## config.mk

```make
export PLATFORM = sky130hd
export DESIGN_NAME = count_decoder
export DESIGN_NICKNAME = d
export VERILOG_FILES = /design/src/rtl/count_decoder_pkg.sv /design/src/rtl/count_decoder_step_classifier.sv /design/src/rtl/count_decoder.sv
export SDC_FILE = /design/constraint.sdc
export NUM_CORES = 1
export LEC_CHECK = 0
export ABC_AREA = 0
export BUFFER_PORTS_ARGS = -buffer_cell sky130_fd_sc_hd__buf_2
export CAP_MARGIN = 15
export CORE_MARGIN = 2
export CORE_UTILIZATION = 50
export CTS_CLUSTER_DIAMETER = 100
export DETAILED_ROUTE_END_ITERATION = 8
export PLACE_DENSITY_LB_ADDON = 0.2
export SYNTH_ARGS = -nofsm -noshare
export SYNTH_HDL_FRONTEND = slang
export SYNTH_SLANG_ARGS = --single-unit
export TNS_END_PERCENT = 1
```

## constraint.sdc

```tcl
create_clock -name clk -period 3.5 [get_ports clk]
set_clock_uncertainty 0.2 [all_clocks]
set_input_delay 0.525 -clock clk [delete_from_list [all_inputs] [get_ports clk]]
set_output_delay 0.525 -clock clk [all_outputs]
set_load 0.005 [all_outputs]
```

## src/rtl/count_decoder_pkg.sv

```systemverilog
// Shared types for the count-stream decoder: tracker states and per-sample step classes.
package count_decoder_pkg;

  typedef enum logic [1:0] {
    ST_UNSYNC  = 2'd0,
    ST_ACQUIRE = 2'd1,
    ST_LOCKED  = 2'd2,
    ST_FAULT   = 2'd3
  } state_e;

  typedef enum logic [1:0] {
    STEP_UP   = 2'd0,
    STEP_DOWN = 2'd1,
    STEP_BAD  = 2'd2
  } step_e;

  // good_cnt width covers LOCK_N up to 15
  localparam int GOOD_CNT_W = 4;
  localparam int ERRCNT_W   = 8;

endpackage

```

## src/rtl/count_decoder_step_classifier.sv

```systemverilog
// Combinational delta classifier: +1 (mod 2^WIDTH) is up, -1 is down, anything else is bad.
module step_classifier
  import count_decoder_pkg::*;
#(
  parameter int WIDTH = 8
) (
  input  logic [WIDTH-1:0] prev,
  input  logic [WIDTH-1:0] count_in,
  output step_e            step
);

  logic [WIDTH-1:0] delta;

  // Modular subtraction makes max->0 and 0->max single steps
  assign delta = count_in - prev;

  always_comb begin
    step = STEP_BAD;
    if (delta == WIDTH'(1)) begin
      step = STEP_UP;
    end else if (delta == {WIDTH{1'b1}}) begin
      step = STEP_DOWN;
    end
  end

endmodule

```

## src/rtl/count_decoder.sv

```systemverilog
// Recovers direction and lock status from an observed up/down counter output.
// Optional COUNT_DECODER_ERRCNT_EN adds a saturating 8-bit loss-of-lock counter output err_count.
module count_decoder
  import count_decoder_pkg::*;
#(
  parameter int WIDTH  = 8,
  parameter int RUN_W  = 8,
  parameter int LOCK_N = 4
) (
  input  logic             clk,
  input  logic             rst,
  input  logic [WIDTH-1:0] count_in,
  input  logic             valid_in,
  output logic             dir_out,
  output logic             dir_valid,
  output logic             locked,
  output logic             err,
`ifdef COUNT_DECODER_ERRCNT_EN
  output logic [ERRCNT_W-1:0] err_count,
`endif
  output logic [RUN_W-1:0] run_len
);

  localparam logic [GOOD_CNT_W-1:0] LOCK_LAST = GOOD_CNT_W'(LOCK_N - 1);

  state_e                  state_q;
  logic [WIDTH-1:0]        prev_q;
  logic [GOOD_CNT_W-1:0]   good_cnt_q;
  logic                    last_dir_q;
  logic                    dir_q;
  logic                    dir_valid_q;
  logic                    locked_q;
  logic                    err_q;
  logic [RUN_W-1:0]        run_len_q;
  logic [RUN_W-1:0]        run_len_d;
  step_e                   step;
  logic                    step_up;
  logic                    step_bad;

  step_classifier #(
    .WIDTH(WIDTH)
  ) u_classifier (
    .prev    (prev_q),
    .count_in(count_in),
    .step    (step)
  );

  assign step_up  = (step == STEP_UP);
  assign step_bad = (step == STEP_BAD);

  // Run length restarts on a direction change or after a bad step (run_len_q == 0)
  always_comb begin
    run_len_d = run_len_q;
    if (step_bad) begin
      run_len_d = '0;
    end else if ((run_len_q == '0) || (last_dir_q != step_up)) begin
      run_len_d = RUN_W'(1);
    end else if (run_len_q != {RUN_W{1'b1}}) begin
      run_len_d = run_len_q + RUN_W'(1);
    end
  end

  always_ff @(posedge clk or posedge rst) begin
    if (rst) begin
      state_q     <= ST_UNSYNC;
      prev_q      <= '0;
      good_cnt_q  <= '0;
      last_dir_q  <= 1'b0;
      dir_q       <= 1'b0;
      dir_valid_q <= 1'b0;
      locked_q    <= 1'b0;
      err_q       <= 1'b0;
      run_len_q   <= '0;
    end else begin
      dir_valid_q <= 1'b0;
      err_q       <= 1'b0;
      case (state_q)
        ST_UNSYNC: begin
          if (valid_in) begin
            prev_q     <= count_in;
            good_cnt_q <= '0;
            state_q    <= ST_ACQUIRE;
          end
        end
        ST_ACQUIRE: begin
          if (valid_in) begin
            prev_q <= count_in;
            if (step_bad) begin
              good_cnt_q <= '0;
              run_len_q  <= '0;
            end else begin
              run_len_q  <= run_len_d;
              last_dir_q <= step_up;
              if (good_cnt_q == LOCK_LAST) begin
                good_cnt_q  <= '0;
                state_q     <= ST_LOCKED;
                locked_q    <= 1'b1;
                dir_q       <= step_up;
                dir_valid_q <= 1'b1;
              end else begin
                good_cnt_q <= good_cnt_q + GOOD_CNT_W'(1);
              end
            end
          end
        end
        ST_LOCKED: begin
          if (valid_in) begin
            prev_q <= count_in;
            if (step_bad) begin
              state_q   <= ST_FAULT;
              err_q     <= 1'b1;
              locked_q  <= 1'b0;
              run_len_q <= '0;
            end else begin
              dir_q       <= step_up;
              dir_valid_q <= 1'b1;
              last_dir_q  <= step_up;
              run_len_q   <= run_len_d;
            end
          end
        end
        ST_FAULT: begin
          // One-cycle error state; reacquisition starts from scratch
          good_cnt_q <= '0;
          state_q    <= ST_ACQUIRE;
          if (valid_in) begin
            prev_q <= count_in;
          end
        end
        default: begin
          state_q <= ST_UNSYNC;
        end
      endcase
    end
  end

`ifdef COUNT_DECODER_ERRCNT_EN
  logic [ERRCNT_W-1:0] err_cnt_q;

  always_ff @(posedge clk or posedge rst) begin
    if (rst) begin
      err_cnt_q <= '0;
    end else if ((state_q == ST_LOCKED) && valid_in && step_bad &&
                 (err_cnt_q != {ERRCNT_W{1'b1}})) begin
      err_cnt_q <= err_cnt_q + ERRCNT_W'(1);
    end
  end

  assign err_count = err_cnt_q;
`endif

  assign dir_out   = dir_q;
  assign dir_valid = dir_valid_q;
  assign locked    = locked_q;
  assign err       = err_q;
  assign run_len   = run_len_q;

endmodule
```

=== Yosys cells after proc, flatten, opt, wreduce, memory -nomap -nowiden ===
Index checks and enable logic that the tools add are counted.
Widths: inputs -> output; s select.

* Output and inout bits: 12
* Register bits after elaboration: 27
* Logic and storage cells: 85
* Input bits: 11

* $add $sub $neg: 3
* Reductions and logical operators: 15
* Bitwise gates (word level): 1
* Mux-type cells: 40
* Equality and inequality tests: 17

{| class="wikitable"
|+ Operators by type and width
! kind !! number
|-
| $mux 8 || 5
|-
| $mux 1 || 18
|-
| $reduce_and 6->1 || 3
|-
| $mux 2 || 8
|-
| $mux 4 || 4
|-
| $ne 2x2->1 const B || 7
|-
| $pmux 4 s3 || 1
|-
| $reduce_and 3->1 || 3
|-
| $add 8x1->8 const B || 1
|-
| $eq 8x1->1 const B || 1
|-
| $eq 8x8->1 const B || 1
|-
| $logic_not 8->1 || 1
|-
| $ne 8x8->1 const B || 1
|-
| $pmux 2 s4 || 1
|-
| $sub 8x8->8 || 1
|-
| $eq 2x2->1 const B || 3
|-
| $pmux 1 s2 || 3
|-
| $reduce_bool 3->1 || 2
|-
| $add 4x1->4 const B || 1
|-
| $eq 4x2->1 const B || 1
|-
| $logic_not 2->1 || 2
|-
| $reduce_or 4->1 || 1
|-
| $eq 2x1->1 const B || 1
|-
| $ne 2x1->1 const B || 1
|-
| 5 further kinds || 5
|}

=== Logic depth before layout (Yosys ltp) ===
* Depth in word-level cells: 9
* Mapped depth: 12
* Depth with buffers taken out: 12

=== Cells and area by module ===
A second synthesis with hierarchy kept.

* Cell total of the unflattened synthesis: 190
* Area total of the unflattened synthesis: 1901.8 um2

{| class="wikitable"
|+ Modules (own cells, without submodules)
! module !! cells each !! area an instance (um2) !! seq. area each (um2) !! times used
|-
| count_decoder || 136 || 1487.7 || 675.6 || 1
|-
| step_classifier || 54 || 414.1 || 0.0 || 1
|}

=== Least setup slack after synthesis ===
OpenSTA, ideal clock, no wires.

* Path type: input to register
* Start point: in count_in[0]
* End point: reg state_q[1]
* Setup time: 0.125 ns
* Arrival: 3.014 ns
* Required time: 3.175 ns
* Stages: 12
* Slack: 0.161 ns
* Path buffers: 0
* Path through: inv_1 -> ha_1 -> inv_1 -> fa_1 -> a211o_1 -> a2111oi_2 -> nand3b_2 -> and4_4 -> mux2i_2 -> nor4bb_2 -> a311oi_2 -> mux2_4

* Cells in the longest elaborated chain, start to end: 7
* Elaborated cells on any way between the ends: 9
* Classes of those cells: add/sub (1); eq/ne (5); mux (2); reduce/logical (1)

{| class="wikitable"
|+ RTL lines
! what !! RTL line !! source
|-
| from (decl) || count_decoder.sv:12 || <nowiki>input logic [WIDTH-1:0] count_in,</nowiki>
|-
| $sub 8x8->8 * || count_decoder_step_classifier.sv:15 || <nowiki>assign delta = count_in - prev;</nowiki>
|-
| $eq 8x8->1 || count_decoder_step_classifier.sv:21 || <nowiki>end else if (delta == {WIDTH{1'b1}}) begin</nowiki>
|-
| $mux 2 || count_decoder_step_classifier.sv:21 ||
|-
| $mux 2 * || count_decoder_step_classifier.sv:19 || <nowiki>if (delta == WIDTH'(1)) begin</nowiki>
|-
| $eq 2x2->1 * || count_decoder.sv:49 || <nowiki>assign step_bad = (step == STEP_BAD);</nowiki>
|-
| $ne 2x2->1 (no source line) || n/a ||
|-
| $reduce_and 6->1 (no source line) * || n/a ||
|-
| to (signal assigned) || count_decoder.sv:65 || <nowiki>state_q <= ST_UNSYNC;</nowiki>
|-
| to (signal assigned) || count_decoder.sv:82 || <nowiki>state_q <= ST_ACQUIRE;</nowiki>
|-
| to (signal assigned) || count_decoder.sv:96 || <nowiki>state_q <= ST_LOCKED;</nowiki>
|-
| to (decl) || count_decoder.sv:26 || <nowiki>state_e state_q;</nowiki>
|}

Mark *: on every way between the ends. The rest lies on a longest branch, timed or not.
A chain may end at the register's enable or synchronous reset.

=== Final worst setup path ===
Same ends and word-level chain as after synthesis.

==> results.tsv <==
metric	value	unit
Ys Warns	0	
worst vdd ir	0.264	mV
Post-CTS Resized	0	
Die Area	4370	µm²
Buf+Inv Stages, Crit Path	3	
Post-CTS Setup Inserts	0	
PortBufs	22	
vias in the first global route	1513	
CP arrival	3.19	ns
Initial DRT Pass Iterations	4	
Die Span X	66.1	µm
period utilization	92.0	%
LEAKAGE	1.05	nW
combinational cell fraction of total power	31.2	%
DR WL/cell	13.7	µm
post-DP HPWL	2.88	mm
Pwr per Cell Area	355	nW/µm²
ANT nets after route	0	
CP max FO	4	
antenna violations before repair	0	
Cell variety after synth	54	
H-tree level count	1	
syn nets	228	
CP max stage cell	fa_1	
CP required	3.47	ns
ys async rst share	100	%
row count	22	
via count	1604	
# diodes	0	
Fin. Hold Viols	0	
clock sinks	27	
layout cells sized above 1	25.4	%
CTS Buf Count	3	
Overall Global Routing Usage	19.4	%
Main synth FF type	dfrtp_1	
Seq pwr share	45.2	%
fmax	0.311	GHz
Routed WL	3.83	mm
Top-Level Pins	23	
Yosys reg bits	27	
CTS root buf	clkbuf_8	
Power, Total	0.780	mW
Via density	5.73	
CP max stage delay	0.39	ns
most used cell, CP	inv_1	
CORE AREA	3690	µm²
grt total ovfl	0	
Synth Cell Area	1930	µm²
area grow syn2layout	13.9	%
later-pin clock latency in the skew report	0.28	ns
die outline height	66.1	µm
Slew HR	49.3	%
worst hold-check path type	input port to asynchronous set/reset pin	
hold_buf cts	0	
crit-path cells	buf_2 -> inv_1 -> ha_1 -> inv_1 -> fa_1 -> a211o_1 -> a2111oi_2 -> nand3b_2 -> and4_4 -> mux2i_2 -> nor4bb_2 -> a311oi_2 -> mux2_4	
first-pass GRT wire length	6.67	mm
Avg Inst Size Synth	9.65	µm²
Clock power frac	23.6	%
Synth Instances	200	
DRC errors left	0	
DRT iter0 DRCs	77	
min Tclk post-route	3.22	ns
sw frac	32.2	%
Pins Over Slew Limit	0	
Worst-path clk slew	0.10	ns
clock tree buffer depth	2	
Worst-Margin Slew	0.757	ns
largest net degree at the start of global routing	28	
EDFF count, synth	0	
Net Switching	0.251	mW
Setup crit end kind	flip-flop	
P_int	0.529	mW
CTS tree	built	
unrepaired setup endpoints after global routing	no	
share of the yosys chip area belonging to registers	35.0	%
gpl congestion	0.864	
setup violators final	0	
maxcap violations	0	
fin nets	261	
status	completed	
CP delay by family, top	simple AND/OR/NAND/NOR gates	
startpoint types	input port	
Final Util	59.6	%
initial cell density of the core	52.3	%
critical setup path kind	input port to flip-flop	
[power by group through the flow]
stage	Sequential, mW	Clock, mW	Combinational, mW
2_1_floorplan	0.356	0	0.181
3_3_place_gp	0.358	0	0.241
3_5_place_dp	0.359	0	0.244
4_1_cts	0.353	0.192	0.245
5_1_grt	0.356	0.205	0.273
6_report	0.353	0.184	0.244
[cells by family (layout without fill, tap and decap cells)]
family	after synthesis	in the layout	synth area share, %
simple gates	61	61	18.2
compound gates	54	54	21.0
flops	27	27	35.0
buf+inv	24	56	4.86
fa+ha+maj	17	17	11.4
mux	12	12	7.20
xor+xnor	5	5	2.27
[registers in the layout, indices dropped and copies added (netlist names)]
| signal | count |
|---|---|
| state_q | 2 |
| last_dir_q | 1 |
| locked | 1 |
| err | 1 |
| run_len | 8 |
| dir_valid | 1 |
| prev_q | 8 |
| good_cnt_q | 4 |
| dir_out | 1 |
[area by class of cell]
type / count / area (µm²)
Inverter: 21 / 78.8
Clock buffer: 4 / 45.0
Sequential cell: 27 / 676
Tap cell: 48 / 60.1
Fill cell: 330 / 1490
Multi-Input combinational cell: 149 / 1160
Timing Repair Buffer: 31 / 178
[synth_stat cells (all sizes together) (3+ instances only)]
library cell	count	share of area (%)
nand4	3	0.97
a21o	4	1.6
a21oi	11	2.9
mux2	9	5.4
nand2	13	2.5
dfrtp	27	35
nor3b	3	1.2
nor4	3	0.97
mux2i	3	1.8
xnor2	3	1.4
inv	21	4.1
nand2b	3	1.1
ha	16	10
o21ai	18	4.7
nor3	5	1.3
nor2	10	1.9
and3	3	1.0
nand3	4	1.0
[worst paths after layout]
| check | slack (ns) | cells past startpoint | start | to |
|---|---|---|---|---|
| max | 0.28 | 13 | count_in[0] | state_q[1] |
| min | 0.09 | 3 | rst | prev_q[0] |
| max reg2reg | 0.29 | 11 | prev_q[0] | state_q[1] |
| min reg2reg | 0.32 | 1 | prev_q[6] | prev_q[6] |
| max in group asynchronous | 2.73 | 3 | rst | run_len[2] |
| min in group clk | 0.29 | 2 | count_in[6] | prev_q[6] |
[cells in the final DEF, fill, tap and decap left out, types with 2 or more instances in the layout]
| cell type | instances |
|---|---|
| dfrtp_1 | 27 |
| buf_2 | 22 |
| inv_1 | 21 |
| ha_1 | 16 |
| o21ai_0 | 15 |
| nand2_1 | 13 |
| a21oi_1 | 11 |
| nor2_1 | 10 |
| buf_4 | 9 |
| mux2_2 | 8 |
| nor3_1 | 5 |
| a21o_1 | 4 |
| nand3_1 | 4 |
| nor4_1 | 3 |
| xnor2_1 | 3 |
| nor3b_1 | 3 |
| nand4_1 | 3 |
| o21ai_1 | 3 |
| clkbuf_8 | 3 |
| nand2b_1 | 2 |
| a2111o_1 | 2 |
| or2_2 | 2 |
| and2b_1 | 2 |
| a221oi_2 | 2 |
| nor2b_1 | 2 |
| xor2_1 | 2 |
| and3_1 | 2 |
| o31ai_1 | 2 |
| a32o_1 | 2 |
| mux2i_1 | 2 |
| a41oi_1 | 2 |
[stage by stage]
stage	TNS, ns	hold slack (ns)	cell area [µm²]	instances	setup slack [ns]
4_1_cts	0	0.103	2200	280	0.257
3_3_place_gp	0	0.289	2150	276	0.0139
6_report	0	0.0906	2200	280	0.280
2_1_floorplan	0	0.276	1930	200	0.161
3_5_place_dp	-0.0465	0.295	2150	276	-0.0465
5_1_grt	0	0.117	2200	280	0.128
[worst min-delay path, stage by stage]
cell and delay, ns:
buf_2 0.09, inv_1 0.04, buf_4 0.33
[per-layer routing]
| layer | vias to the layer above | global-route usage (%) | routed length, µm |
|---|---|---|---|
| li1 | 797 | - | - |
| met4 | 0 | 2.81 | 13 |
| met5 | - | 0 | 0 |
| met3 | 2 | 4.26 | 132 |
| met2 | 21 | 33.6 | 1840 |
| met1 | 784 | 25.3 | 1840 |
No activity file was read; power rests on OpenSTA's default activity.
